==> src/rtl/sad_accumulator_pkg.sv <==
// Shared constants for the AbsDiff family:
// FSM state encodings and default sizes.
package sad_accumulator_pkg;

  localparam logic [1:0] ST_IDLE  = 2'd0;
  localparam logic [1:0] ST_ACCUM = 2'd1;
  localparam logic [1:0] ST_DONE  = 2'd2;

  localparam int DEF_SIZE  = 8;
  localparam int DEF_COUNT = 4;

  function automatic int cnt_width(input int n);
    return (n > 1) ? $clog2(n) : 1;
  endfunction

endpackage

==> src/rtl/nBitAdder.sv <==
// Ripple adder built from 2-bit slices.
// Ports: a, b, carryIn -> sum, carryOut.
module nBitAdder #(
  parameter int SIZE = 8
) (
  input  logic [SIZE-1:0] a,
  input  logic [SIZE-1:0] b,
  input  logic            carryIn,
  output logic [SIZE-1:0] sum,
  output logic            carryOut
);

  localparam int NS = SIZE / 2;

  logic [NS:0] c;

  assign c[0] = carryIn;

  for (genvar i = 0; i < NS; i++) begin : g_slice
    logic [2:0] s;
    assign s = {1'b0, a[2*i+1:2*i]}
             + {1'b0, b[2*i+1:2*i]}
             + {2'b00, c[i]};
    assign sum[2*i+1:2*i] = s[1:0];
    assign c[i+1]         = s[2];
  end

  assign carryOut = c[NS];

endmodule

==> src/rtl/sad_accumulator_abs.sv <==
// |a-b| as diff plus a deferred +1 (inc).
// Ports: a, b -> diff, inc.
module abs_diff_unit #(
  parameter int SIZE = 8
) (
  input  logic [SIZE-1:0] a,
  input  logic [SIZE-1:0] b,
  output logic [SIZE-1:0] diff,
  output logic            inc
);

  logic [SIZE-1:0] sum;
  logic            co;

  nBitAdder #(.SIZE(SIZE)) u_add (
    .a        (a),
    .b        (~b),
    .carryIn  (1'b0),
    .sum      (sum),
    .carryOut (co)
  );

  // co=1: a>b, sum=a-b-1, needs +1
  // co=0: a<=b, ~sum = b-a exactly
  always_comb begin
    diff = co ? sum : ~sum;
    inc  = co;
  end

endmodule

==> src/rtl/sad_accumulator.sv <==
// SAD stage: sums |a-b| over COUNT pairs.
// start/in_* feed pairs, out_*/sad return result.
module sad_accumulator
  import sad_accumulator_pkg::*;
#(
  parameter int SIZE  = DEF_SIZE,
  parameter int COUNT = DEF_COUNT,
  parameter int ACC_W = SIZE + $clog2(COUNT)
) (
  input  logic             clk,
  input  logic             rst_n,
  input  logic             start,
  input  logic             in_valid,
  output logic             in_ready,
  input  logic [SIZE-1:0]  a,
  input  logic [SIZE-1:0]  b,
  output logic             out_valid,
  input  logic             out_ready,
  output logic [ACC_W-1:0] sad,
  output logic             busy
);

  localparam int CNT_W = cnt_width(COUNT);
  localparam logic [CNT_W-1:0] CNT_LAST =
    CNT_W'(COUNT - 1);

  logic [1:0]       state_q, state_d;
  logic [ACC_W-1:0] acc_q, acc_d;
  logic [CNT_W-1:0] cnt_q, cnt_d;

  logic [SIZE-1:0]  diff;
  logic             inc;
  logic             xfer;

  abs_diff_unit #(.SIZE(SIZE)) u_abs (
    .a    (a),
    .b    (b),
    .diff (diff),
    .inc  (inc)
  );

  assign in_ready  = (state_q == ST_ACCUM);
  assign out_valid = (state_q == ST_DONE);
  assign busy      = in_ready | out_valid;
  assign sad       = acc_q;
  assign xfer      = in_valid & in_ready;

  always_comb begin
    state_d = state_q;
    acc_d   = acc_q;
    cnt_d   = cnt_q;
    case (state_q)
      ST_IDLE: begin
        if (start) begin
          acc_d   = '0;
          cnt_d   = '0;
          state_d = ST_ACCUM;
        end
      end
      ST_ACCUM: begin
        if (xfer) begin
          // correction enters as the carry
          acc_d = acc_q + ACC_W'(diff)
                + ACC_W'(inc);
          cnt_d = cnt_q + 1'b1;
          if (cnt_q == CNT_LAST)
            state_d = ST_DONE;
        end
      end
      ST_DONE: begin
        if (out_ready)
          state_d = ST_IDLE;
      end
      default: state_d = ST_IDLE;
    endcase
  end

  always_ff @(posedge clk or negedge rst_n) begin
    if (!rst_n) begin
      state_q <= ST_IDLE;
      acc_q   <= '0;
      cnt_q   <= '0;
    end else begin
      state_q <= state_d;
      acc_q   <= acc_d;
      cnt_q   <= cnt_d;
    end
  end

endmodule

==> config.mk <==
export PLATFORM = sky130hd
export DESIGN_NAME = sad_accumulator
export DESIGN_NICKNAME = d
export VERILOG_FILES = /design/src/rtl/sad_accumulator_pkg.sv /design/src/rtl/nBitAdder.sv /design/src/rtl/sad_accumulator_abs.sv /design/src/rtl/sad_accumulator.sv
export SDC_FILE = /design/constraint.sdc
export NUM_CORES = 1
export LEC_CHECK = 0
export CORE_MARGIN = 2
export CORE_UTILIZATION = 32
export CTS_BUF_LIST = sky130_fd_sc_hd__clkbuf_8
export DETAILED_ROUTE_END_ITERATION = 10
export PLACE_DENSITY_LB_ADDON = 0.12
export SLEW_MARGIN = 20
export SYNTH_ARGS = -nofsm -noshare
export SYNTH_HDL_FRONTEND = slang
export SYNTH_SLANG_ARGS = --single-unit
==> constraint.sdc <==
create_clock -name clk -period 2.5 [get_ports clk]
set_clock_uncertainty 0.05 [all_clocks]
set_input_delay 0.25 -clock clk [delete_from_list [all_inputs] [get_ports clk]]
set_output_delay 0.25 -clock clk [all_outputs]
set_load 0.005 [all_outputs]
==> results of run 1 <==
-- layer usage --
metal	global-route usage	wire [µm]
met4	0.0300	27
met1	0.204	1570
met5	0	0
met2	0.298	1880
met3	0.0357	146
-- per-stage QoR --
step,setup TNS (ns),hold WS (ns)
2_1_floorplan,-15.64,-0.0956
5_1_grt,-16.60,0.426
3_3_place_gp,-22.54,0.436
3_5_place_dp,-23.73,0.439
6_report,-15.52,0.376
4_1_cts,-17.70,0.404
-- kinds of logic (layout without fill, tap and decap cells) --
| logic type | count (synthesis) | after routing |
|---|---|---|
| AND/OR/NAND/NOR | 42 | 42 |
| buffers and inverters | 19 | 76 |
| XOR/XNOR | 9 | 9 |
| flip-flops | 14 | 14 |
| adder cells (fa/ha/maj) | 21 | 21 |
| AO/OA/AOI/OAI | 35 | 35 |
| multiplexers | 2 | 2 |
-- cells in the final DEF (no fill, tap or decap), types with 3 or more instances in the layout --
cell                              instances
sky130_fd_sc_hd__a21oi_1                  3
sky130_fd_sc_hd__buf_6                    5
sky130_fd_sc_hd__clkdlybuf4s50_1         29
sky130_fd_sc_hd__xnor2_1                  3
sky130_fd_sc_hd__buf_4                   20
sky130_fd_sc_hd__clkbuf_8                 4
sky130_fd_sc_hd__inv_1                   13
sky130_fd_sc_hd__xnor2_2                  5
sky130_fd_sc_hd__a21o_1                   3
sky130_fd_sc_hd__ha_1                    11
sky130_fd_sc_hd__dfrtp_1                 14
sky130_fd_sc_hd__nand2_1                 13
sky130_fd_sc_hd__fa_2                     8
sky130_fd_sc_hd__o21ai_0                  6
sky130_fd_sc_hd__nor2_1                   6
-- what timing repair did --
action | 4_1_cts | 5_1_grt
resized for setup | 26 | 20
setup endpoints to repair | 9 | 9
pin swaps | 21 | 23
buffers inserted | 3 | 4
-- registers in the layout, summed over array words and instances (netlist names) --
name     count
state_q      2
sad         10
cnt_q        2
-- cell type report --
cell class | instances | area, µm²
multi-input combinational | 109 | 1060
sequential | 14 | 350
timing repair buffer | 57 | 527
clock buffer | 4 | 55.1
fill | 362 | 1880
inverter | 15 | 63.8
tap | 50 | 62.6
-- power by group through the flow --
stage | Clock (mW) | Combinational, mW | Sequential [mW]
floorplan | 0 | 0.700 | 0.356
global placement | 0 | 1.11 | 0.367
detailed placement | 0 | 1.14 | 0.368
CTS | 0.236 | 1.20 | 0.367
global route | 0.248 | 1.47 | 0.382
finish | 0.230 | 1.33 | 0.371
-- worst min path at each step --
stage | startpoint | end | slack [ns] | cells past startpoint
final | rst_n | cnt_q[0] | 0.38 | 1
after detailed placement | cnt_q[1] | cnt_q[1] | 0.44 | 1
after floorplan | rst_n | cnt_q[0] | -0.1 | 0
after CTS | rst_n | sad[8] | 0.40 | 1
after global routing | rst_n | sad[7] | 0.43 | 1
after global placement | cnt_q[0] | cnt_q[0] | 0.44 | 1
==> metrics.txt, run 1 <==
# TYPE chip_impl_metric gauge
chip_impl_info{name="outcome",value="finished with violations"} 1
chip_impl_info{name="failed_checks",value="setup timing"} 1
chip_impl_info{name="critPathTopFamily",value="adder cells"} 1
chip_impl_metric{name="timing.final.setup_violations",unit=""} 9
chip_impl_metric{name="detailedRoute.firstIterationViolations",unit=""} 33
chip_impl_metric{name="power.net_switching",unit="mW"} 0.797
chip_impl_metric{name="floorplan.initialDensity",unit=""} 0.334
chip_impl_metric{name="synth_sequential_area_ratio",unit=""} 0.262
chip_impl_metric{name="timing.critical_path.depth",unit=""} 19
chip_impl_metric{name="postLayoutSetupSlackWorst",unit="ns"} -1.98
chip_impl_metric{name="yosys.area_share.xor_xnor",unit=""} 0.0590
chip_impl_metric{name="globalRouteTotalUtil",unit=""} 0.166
chip_impl_metric{name="worst_slew_pin_slew",unit="ns"} 0.714
chip_impl_metric{name="final_period_minus_worst_setup_slack",unit="ns"} 4.48
chip_impl_metric{name="place_congestion",unit=""} 0.898
chip_impl_metric{name="ctsHoldBuffers",unit=""} 0
chip_impl_metric{name="wire_per_inst",unit="µm"} 14.6
chip_impl_metric{name="first_global_vias",unit=""} 1231
chip_impl_metric{name="syn_area_per_cell",unit="µm²"} 9.40
chip_impl_metric{name="ff2ff_path_depth",unit=""} 7
chip_impl_metric{name="antenna_violations_before_repair",unit=""} 0
chip_impl_metric{name="cap_violations",unit=""} 0
chip_impl_metric{name="cts.sinks",unit=""} 14
chip_impl_info{name="most_used_cell_along_the_critical_path",value="sky130_fd_sc_hd__fa_2"} 1
chip_impl_metric{name="synth.mux.area_fraction",unit=""} 0.0178
chip_impl_info{name="crit_start",value="b[0]"} 1
chip_impl_metric{name="synth.lib_cells_used.distinct",unit=""} 45
chip_impl_metric{name="fmax",unit="MHz"} 223
chip_impl_metric{name="placed_area",unit="µm²"} 1870
chip_impl_info{name="synth.largest_area_cell",value="sky130_fd_sc_hd__dfrtp_1"} 1
chip_impl_metric{name="critical_path.max_stage_delay",unit="ns"} 0.36
chip_impl_info{name="post_synth_most_frequent_cells",value="15 x sky130_fd_sc_hd__inv_1, 14 x sky130_fd_sc_hd__dfrtp_1, 13 x sky130_fd_sc_hd__ha_1, 13 x sky130_fd_sc_hd__nand2_1, 9 x sky130_fd_sc_hd__o21ai_0"} 1
chip_impl_metric{name="total_leakage_power",unit="nW"} 0.944
chip_impl_metric{name="combinationalPowerShare",unit=""} 0.688
chip_impl_metric{name="r2r_slack",unit="ns"} 0.38
chip_impl_metric{name="placed_cells_incl_taps",unit=""} 238
chip_impl_info{name="grt_setup_unrepaired",value="yes"} 1
chip_impl_info{name="critical_path.reg2reg.endpoint",value="sad[8]"} 1
chip_impl_metric{name="arrival",unit="ns"} 4.56
chip_impl_metric{name="synth-edff-count",unit=""} 0
chip_impl_metric{name="numPortBuffers",unit=""} 33
chip_impl_metric{name="die-width",unit="µm"} 68.6
chip_impl_info{name="setup.worst_path.end_class",value="register"} 1
chip_impl_metric{name="synth_adder_area_share",unit=""} 0.242
chip_impl_metric{name="synth_compound_area_frac",unit=""} 0.183
chip_impl_info{name="critPathKind",value="input pin to register"} 1
chip_impl_metric{name="routed_wl",unit="µm"} 3620
chip_impl_metric{name="cts_clk_pin_slew_worst_paths",unit="ns"} 0.07
chip_impl_metric{name="synth_area",unit="µm²"} 1340
chip_impl_metric{name="cp.buffers_inverters",unit=""} 5
chip_impl_metric{name="ioPinCount",unit=""} 34
chip_impl_info{name="cts_tree",value="done"} 1
chip_impl_metric{name="max-clock-path-buffers",unit=""} 2
chip_impl_metric{name="rows",unit=""} 23
chip_impl_info{name="main_combinational_cell_family_by_area_after_synthesis",value="adder cells"} 1
chip_impl_metric{name="power-per-cell-area",unit="nW/µm²"} 909
chip_impl_metric{name="clkLatencyLatePin",unit="ns"} 0.25
chip_impl_info{name="netlist_top_cells_area",value="sky130_fd_sc_hd__dfrtp_1 26%, sky130_fd_sc_hd__ha_1 12%, sky130_fd_sc_hd__fa_1 12%, sky130_fd_sc_hd__xnor2_1 5.2%, sky130_fd_sc_hd__inv_1 4.2%"} 1
chip_impl_metric{name="simple_logic_cell_fraction_of_the_synthesized_area",unit=""} 0.171
chip_impl_metric{name="finalPower",unit="mW"} 1.93
chip_impl_metric{name="antennaDiodeCount",unit=""} 0
chip_impl_metric{name="fraction_of_layout_cells_with_a_size_suffix_above_1",unit=""} 0.327
chip_impl_info{name="synth_top_flop_cell",value="sky130_fd_sc_hd__dfrtp_1"} 1
chip_impl_metric{name="drt.antenna.violating_nets",unit=""} 0
chip_impl_metric{name="pwr-share-seq",unit=""} 0.192
chip_impl_info{name="start_kind",value="input pin"} 1
chip_impl_metric{name="via_per_inst",unit=""} 4.97
chip_impl_metric{name="core_area",unit="µm²"} 4000
chip_impl_metric{name="netlist_instances",unit=""} 142
chip_impl_info{name="clock-root-buffer",value="sky130_fd_sc_hd__clkbuf_8"} 1
chip_impl_metric{name="global_route_wire_length_before_repair",unit="µm"} 5720
chip_impl_metric{name="count_of_vias_placed_by_the_detailed_router",unit=""} 1237
chip_impl_metric{name="pre_cts_ws",unit="ns"} -2.89
chip_impl_metric{name="floorplan.die_area",unit="µm²"} 4700
chip_impl_metric{name="global_route.overflow_total",unit=""} 0
chip_impl_metric{name="dieHeight",unit="µm"} 68.6
chip_impl_metric{name="fin_crit_sh",unit=""} 1.79
chip_impl_metric{name="maximum_number_of_pins_on_one_net_before_global_route_repair",unit=""} 15
chip_impl_metric{name="final-max-slew-violation-count",unit=""} 0
chip_impl_metric{name="final_design_area_no_fill",unit="µm²"} 2120
chip_impl_info{name="critPathCapture",value="sad[9]"} 1
chip_impl_metric{name="slew-limit-headroom",unit=""} 0.522
chip_impl_metric{name="internal-power",unit="mW"} 1.13
chip_impl_info{name="worst_hold_path_type",value="input pin to asynchronous set/reset pin"} 1
chip_impl_metric{name="netSwitchingFraction",unit=""} 0.414
chip_impl_metric{name="place_hpwl",unit="µm"} 2810
chip_impl_info{name="critical_path.cell_chain",value="buf_8, inv_8, ha_4, fa_2, fa_2, fa_2, fa_2, fa_2, fa_2, fa_2, buf_6, buf_6, xnor2_2, ha_1, and4_1, buf_4, a211oi_4, nor4_1, a221o_1"} 1
chip_impl_metric{name="htree_num_levels",unit=""} 1
chip_impl_info{name="crit_path_top_delay_cell",value="sky130_fd_sc_hd__fa_2"} 1
chip_impl_metric{name="synth.top_cell.area_share",unit=""} 0.262
chip_impl_metric{name="synth_nets",unit=""} 184
chip_impl_metric{name="drt_pre_antenna_iters",unit=""} 4
chip_impl_metric{name="clock_power_share",unit=""} 0.120
chip_impl_metric{name="area_delta_synth_final",unit="%"} 58.9
chip_impl_metric{name="timing.final.hold_violations",unit=""} 0
chip_impl_info{name="cell_with_the_most_instances_after_synthesis",value="sky130_fd_sc_hd__inv_1"} 1
chip_impl_metric{name="synthArstFlopShare",unit=""} 1.00
chip_impl_metric{name="cts-buffers-inserted",unit=""} 3
chip_impl_metric{name="postSynthRegisterBits",unit=""} 14
chip_impl_metric{name="design.final.nets",unit=""} 242
chip_impl_metric{name="worst_ir_drop_vdd",unit="V"} 0.000454
chip_impl_metric{name="finalNonFillerCells",unit=""} 249
chip_impl_metric{name="ys.warnings.count",unit=""} 0
chip_impl_metric{name="critical_path_peak_fanout",unit=""} 7
chip_impl_info{name="crit-reg2reg-launch",value="state_q[1]"} 1
chip_impl_metric{name="post-route-drc-count",unit=""} 0
chip_impl_metric{name="post_layout_utilization_of_the_core",unit=""} 0.530
chip_impl_metric{name="cp_data_required_time",unit="ns"} 2.58
No activity file was read; power rests on OpenSTA's default activity.
==> run 2, diff against run 1 <==
Settings changed: CORE_UTILIZATION 32 to 30.
==> run 2 against run 1 <==
The run still ends with setup timing left. Count of clock-buffer cells in the layout stayed put. Via count up 3.2%. First-iteration DRC count up 76%. Sequential share of layout area is 0.81 points lower.
==> metrics.txt, run 2 (synthesis gave the netlist of run 1 again) <==
# TYPE chip_impl_metric gauge
chip_impl_metric{name="global_route.overflow_total",unit=""} 0
chip_impl_metric{name="slew-limit-headroom",unit=""} 0.527
chip_impl_metric{name="post_layout_utilization_of_the_core",unit=""} 0.516
chip_impl_info{name="worst_hold_path_type",value="input pin to asynchronous set/reset pin"} 1
chip_impl_metric{name="antenna_violations_before_repair",unit=""} 0
chip_impl_metric{name="core_area",unit="µm²"} 4320
chip_impl_metric{name="drt_pre_antenna_iters",unit=""} 4
chip_impl_metric{name="worst_slew_pin_slew",unit="ns"} 0.707
chip_impl_metric{name="floorplan.die_area",unit="µm²"} 5000
chip_impl_metric{name="maximum_number_of_pins_on_one_net_before_global_route_repair",unit=""} 15
chip_impl_info{name="crit-reg2reg-launch",value="state_q[1]"} 1
chip_impl_metric{name="final-max-slew-violation-count",unit=""} 0
chip_impl_info{name="cts_tree",value="done"} 1
chip_impl_metric{name="arrival",unit="ns"} 4.58
chip_impl_metric{name="power.net_switching",unit="mW"} 0.834
chip_impl_metric{name="global_route_wire_length_before_repair",unit="µm"} 5920
chip_impl_metric{name="postLayoutSetupSlackWorst",unit="ns"} -1.99
chip_impl_metric{name="fin_crit_sh",unit=""} 1.80
chip_impl_info{name="grt_setup_unrepaired",value="yes"} 1
chip_impl_info{name="crit_start",value="b[0]"} 1
chip_impl_metric{name="globalRouteTotalUtil",unit=""} 0.146
chip_impl_metric{name="detailedRoute.firstIterationViolations",unit=""} 58
chip_impl_metric{name="timing.final.setup_violations",unit=""} 9
chip_impl_metric{name="rows",unit=""} 24
chip_impl_metric{name="wire_per_inst",unit="µm"} 14.0
chip_impl_metric{name="pwr-share-seq",unit=""} 0.180
chip_impl_metric{name="clkLatencyLatePin",unit="ns"} 0.25
chip_impl_info{name="highest_count_cells_in_the_layout_ignoring_fill_and_taps",value="29 x sky130_fd_sc_hd__clkdlybuf4s50_1, 27 x sky130_fd_sc_hd__buf_4, 14 x sky130_fd_sc_hd__dfrtp_1"} 1
chip_impl_metric{name="place_congestion",unit=""} 0.823
chip_impl_metric{name="total_leakage_power",unit="nW"} 1.00
chip_impl_metric{name="numPortBuffers",unit=""} 33
chip_impl_metric{name="fraction_of_layout_cells_with_a_size_suffix_above_1",unit=""} 0.386
chip_impl_metric{name="count_of_vias_placed_by_the_detailed_router",unit=""} 1276
chip_impl_metric{name="routed_wl",unit="µm"} 3630
chip_impl_metric{name="timing.final.hold_violations",unit=""} 0
chip_impl_metric{name="cts_clk_pin_slew_worst_paths",unit="ns"} 0.06
chip_impl_metric{name="area_delta_synth_final",unit="%"} 67.0
chip_impl_metric{name="ioPinCount",unit=""} 34
chip_impl_metric{name="first_global_vias",unit=""} 1294
chip_impl_metric{name="drt.antenna.violating_nets",unit=""} 0
chip_impl_metric{name="register_area",unit="µm²"} 350
chip_impl_info{name="failed_checks",value="setup timing"} 1
chip_impl_metric{name="multi_input_area",unit="µm²"} 1100
chip_impl_info{name="outcome",value="finished with violations"} 1
chip_impl_metric{name="design.final.nets",unit=""} 250
chip_impl_metric{name="antennaDiodeCount",unit=""} 0
chip_impl_metric{name="combinationalPowerShare",unit=""} 0.708
chip_impl_metric{name="final_design_area_no_fill",unit="µm²"} 2230
chip_impl_metric{name="place_hpwl",unit="µm"} 2670
chip_impl_info{name="critPathKind",value="input pin to register"} 1
chip_impl_metric{name="critical_path_peak_fanout",unit=""} 7
chip_impl_metric{name="power-per-cell-area",unit="nW/µm²"} 918
chip_impl_metric{name="nFillCells",unit=""} 415
chip_impl_metric{name="floorplan.initialDensity",unit=""} 0.309
chip_impl_info{name="most_common_cell_after_layout_fill_and_taps_aside",value="sky130_fd_sc_hd__clkdlybuf4s50_1"} 1
chip_impl_metric{name="worst_ir_drop_vdd",unit="V"} 0.000533
chip_impl_metric{name="internal-power",unit="mW"} 1.21
chip_impl_metric{name="die-width",unit="µm"} 70.7
chip_impl_metric{name="fin_hold_ws",unit="ns"} 0.373
chip_impl_metric{name="via_per_inst",unit=""} 4.93
chip_impl_info{name="setup.worst_path.end_class",value="register"} 1
chip_impl_metric{name="clock_power_share",unit=""} 0.112
chip_impl_metric{name="fmax",unit="MHz"} 223
chip_impl_metric{name="setup_total_neg_slack",unit="ns"} -15.62
chip_impl_metric{name="dieHeight",unit="µm"} 70.7
chip_impl_metric{name="cts.sinks",unit=""} 14
chip_impl_metric{name="final_period_minus_worst_setup_slack",unit="ns"} 4.49
chip_impl_metric{name="cp_data_required_time",unit="ns"} 2.59
chip_impl_metric{name="largest_register_ff_count",unit=""} 10
chip_impl_metric{name="cts-buffers-inserted",unit=""} 3
chip_impl_metric{name="finalPower",unit="mW"} 2.05
chip_impl_info{name="clock-root-buffer",value="sky130_fd_sc_hd__clkbuf_8"} 1
chip_impl_metric{name="htree_num_levels",unit=""} 1
chip_impl_info{name="start_kind",value="input pin"} 1
chip_impl_metric{name="netSwitchingFraction",unit=""} 0.407
chip_impl_metric{name="placed_area",unit="µm²"} 1900
chip_impl_metric{name="post-route-drc-count",unit=""} 0
chip_impl_metric{name="max-clock-path-buffers",unit=""} 2
chip_impl_metric{name="cap_violations",unit=""} 0
-- run 2: layer usage --
layer,GRT usage,part of all wire,up-vias
met5,0,0,-
met4,0.0273,0.0047,0
met3,0.0370,0.033,4
met2,0.258,0.54,21
met1,0.182,0.43,622
li1,-,-,629
-- run 2: cell type report --
class | instances | area share
timing repair buffer | 65 | 0.265
inverter | 15 | 0.0286
multi-input combinational | 109 | 0.496
tap | 52 | 0.0292
sequential | 14 | 0.157
clock buffer | 4 | 0.0247
-- run 2: per-stage QoR --
step	setup WS, ns	std cells
2_1_floorplan	-2.02	142
3_3_place_gp	-2.75	244
3_5_place_dp	-2.82	244
4_1_cts	-2.17	250
5_1_grt	-2.12	259
6_report	-1.99	259
-- run 2: power by group through the flow --
| stage | registers (mW) | logic, mW | clock network (mW) |
|---|---|---|---|
| 3_3_place_gp | 0.367 | 1.14 | 0 |
| 6_report | 0.369 | 1.45 | 0.229 |
| 5_1_grt | 0.382 | 1.60 | 0.244 |
| 4_1_cts | 0.368 | 1.24 | 0.236 |
| 3_5_place_dp | 0.370 | 1.16 | 0 |
| 2_1_floorplan | 0.356 | 0.700 | 0 |
-- run 2: critical path, cell delays in order --
cell	delay, ns
sky130_fd_sc_hd__buf_8	0.08
sky130_fd_sc_hd__inv_8	0.03
sky130_fd_sc_hd__ha_4	0.14
sky130_fd_sc_hd__fa_2	0.33
sky130_fd_sc_hd__fa_2	0.34
sky130_fd_sc_hd__fa_2	0.35
sky130_fd_sc_hd__fa_2	0.34
sky130_fd_sc_hd__fa_2	0.34
sky130_fd_sc_hd__fa_2	0.35
sky130_fd_sc_hd__fa_2	0.45
sky130_fd_sc_hd__buf_6	0.17
sky130_fd_sc_hd__xnor2_2	0.12
sky130_fd_sc_hd__ha_1	0.36
sky130_fd_sc_hd__and4_4	0.20
sky130_fd_sc_hd__and2_4	0.14
sky130_fd_sc_hd__a211oi_4	0.23
sky130_fd_sc_hd__nor4_2	0.08
sky130_fd_sc_hd__a221o_1	0.26
-- run 2: what timing repair did --
| item | 4_1_cts | 5_1_grt |
|---|---|---|
| buffers inserted | 2 | 10 |
| hold buffers | 0 | 0 |
| endpoints found under the setup margin | 9 | 9 |
| gates resized for setup | 26 | 29 |
| pin swaps | 23 | 25 |
-- run 2: worst paths after layout --
kind	endpoint	slack, ns	cells past startpoint
min in group clk	cnt_q[0]	0.45	1
min reg2reg	cnt_q[0]	0.45	1
min	sad[3]	0.37	1
max reg2reg	sad[8]	0.39	7
max in group asynchronous	sad[4]	1.58	1
max	sad[9]	-1.99	18
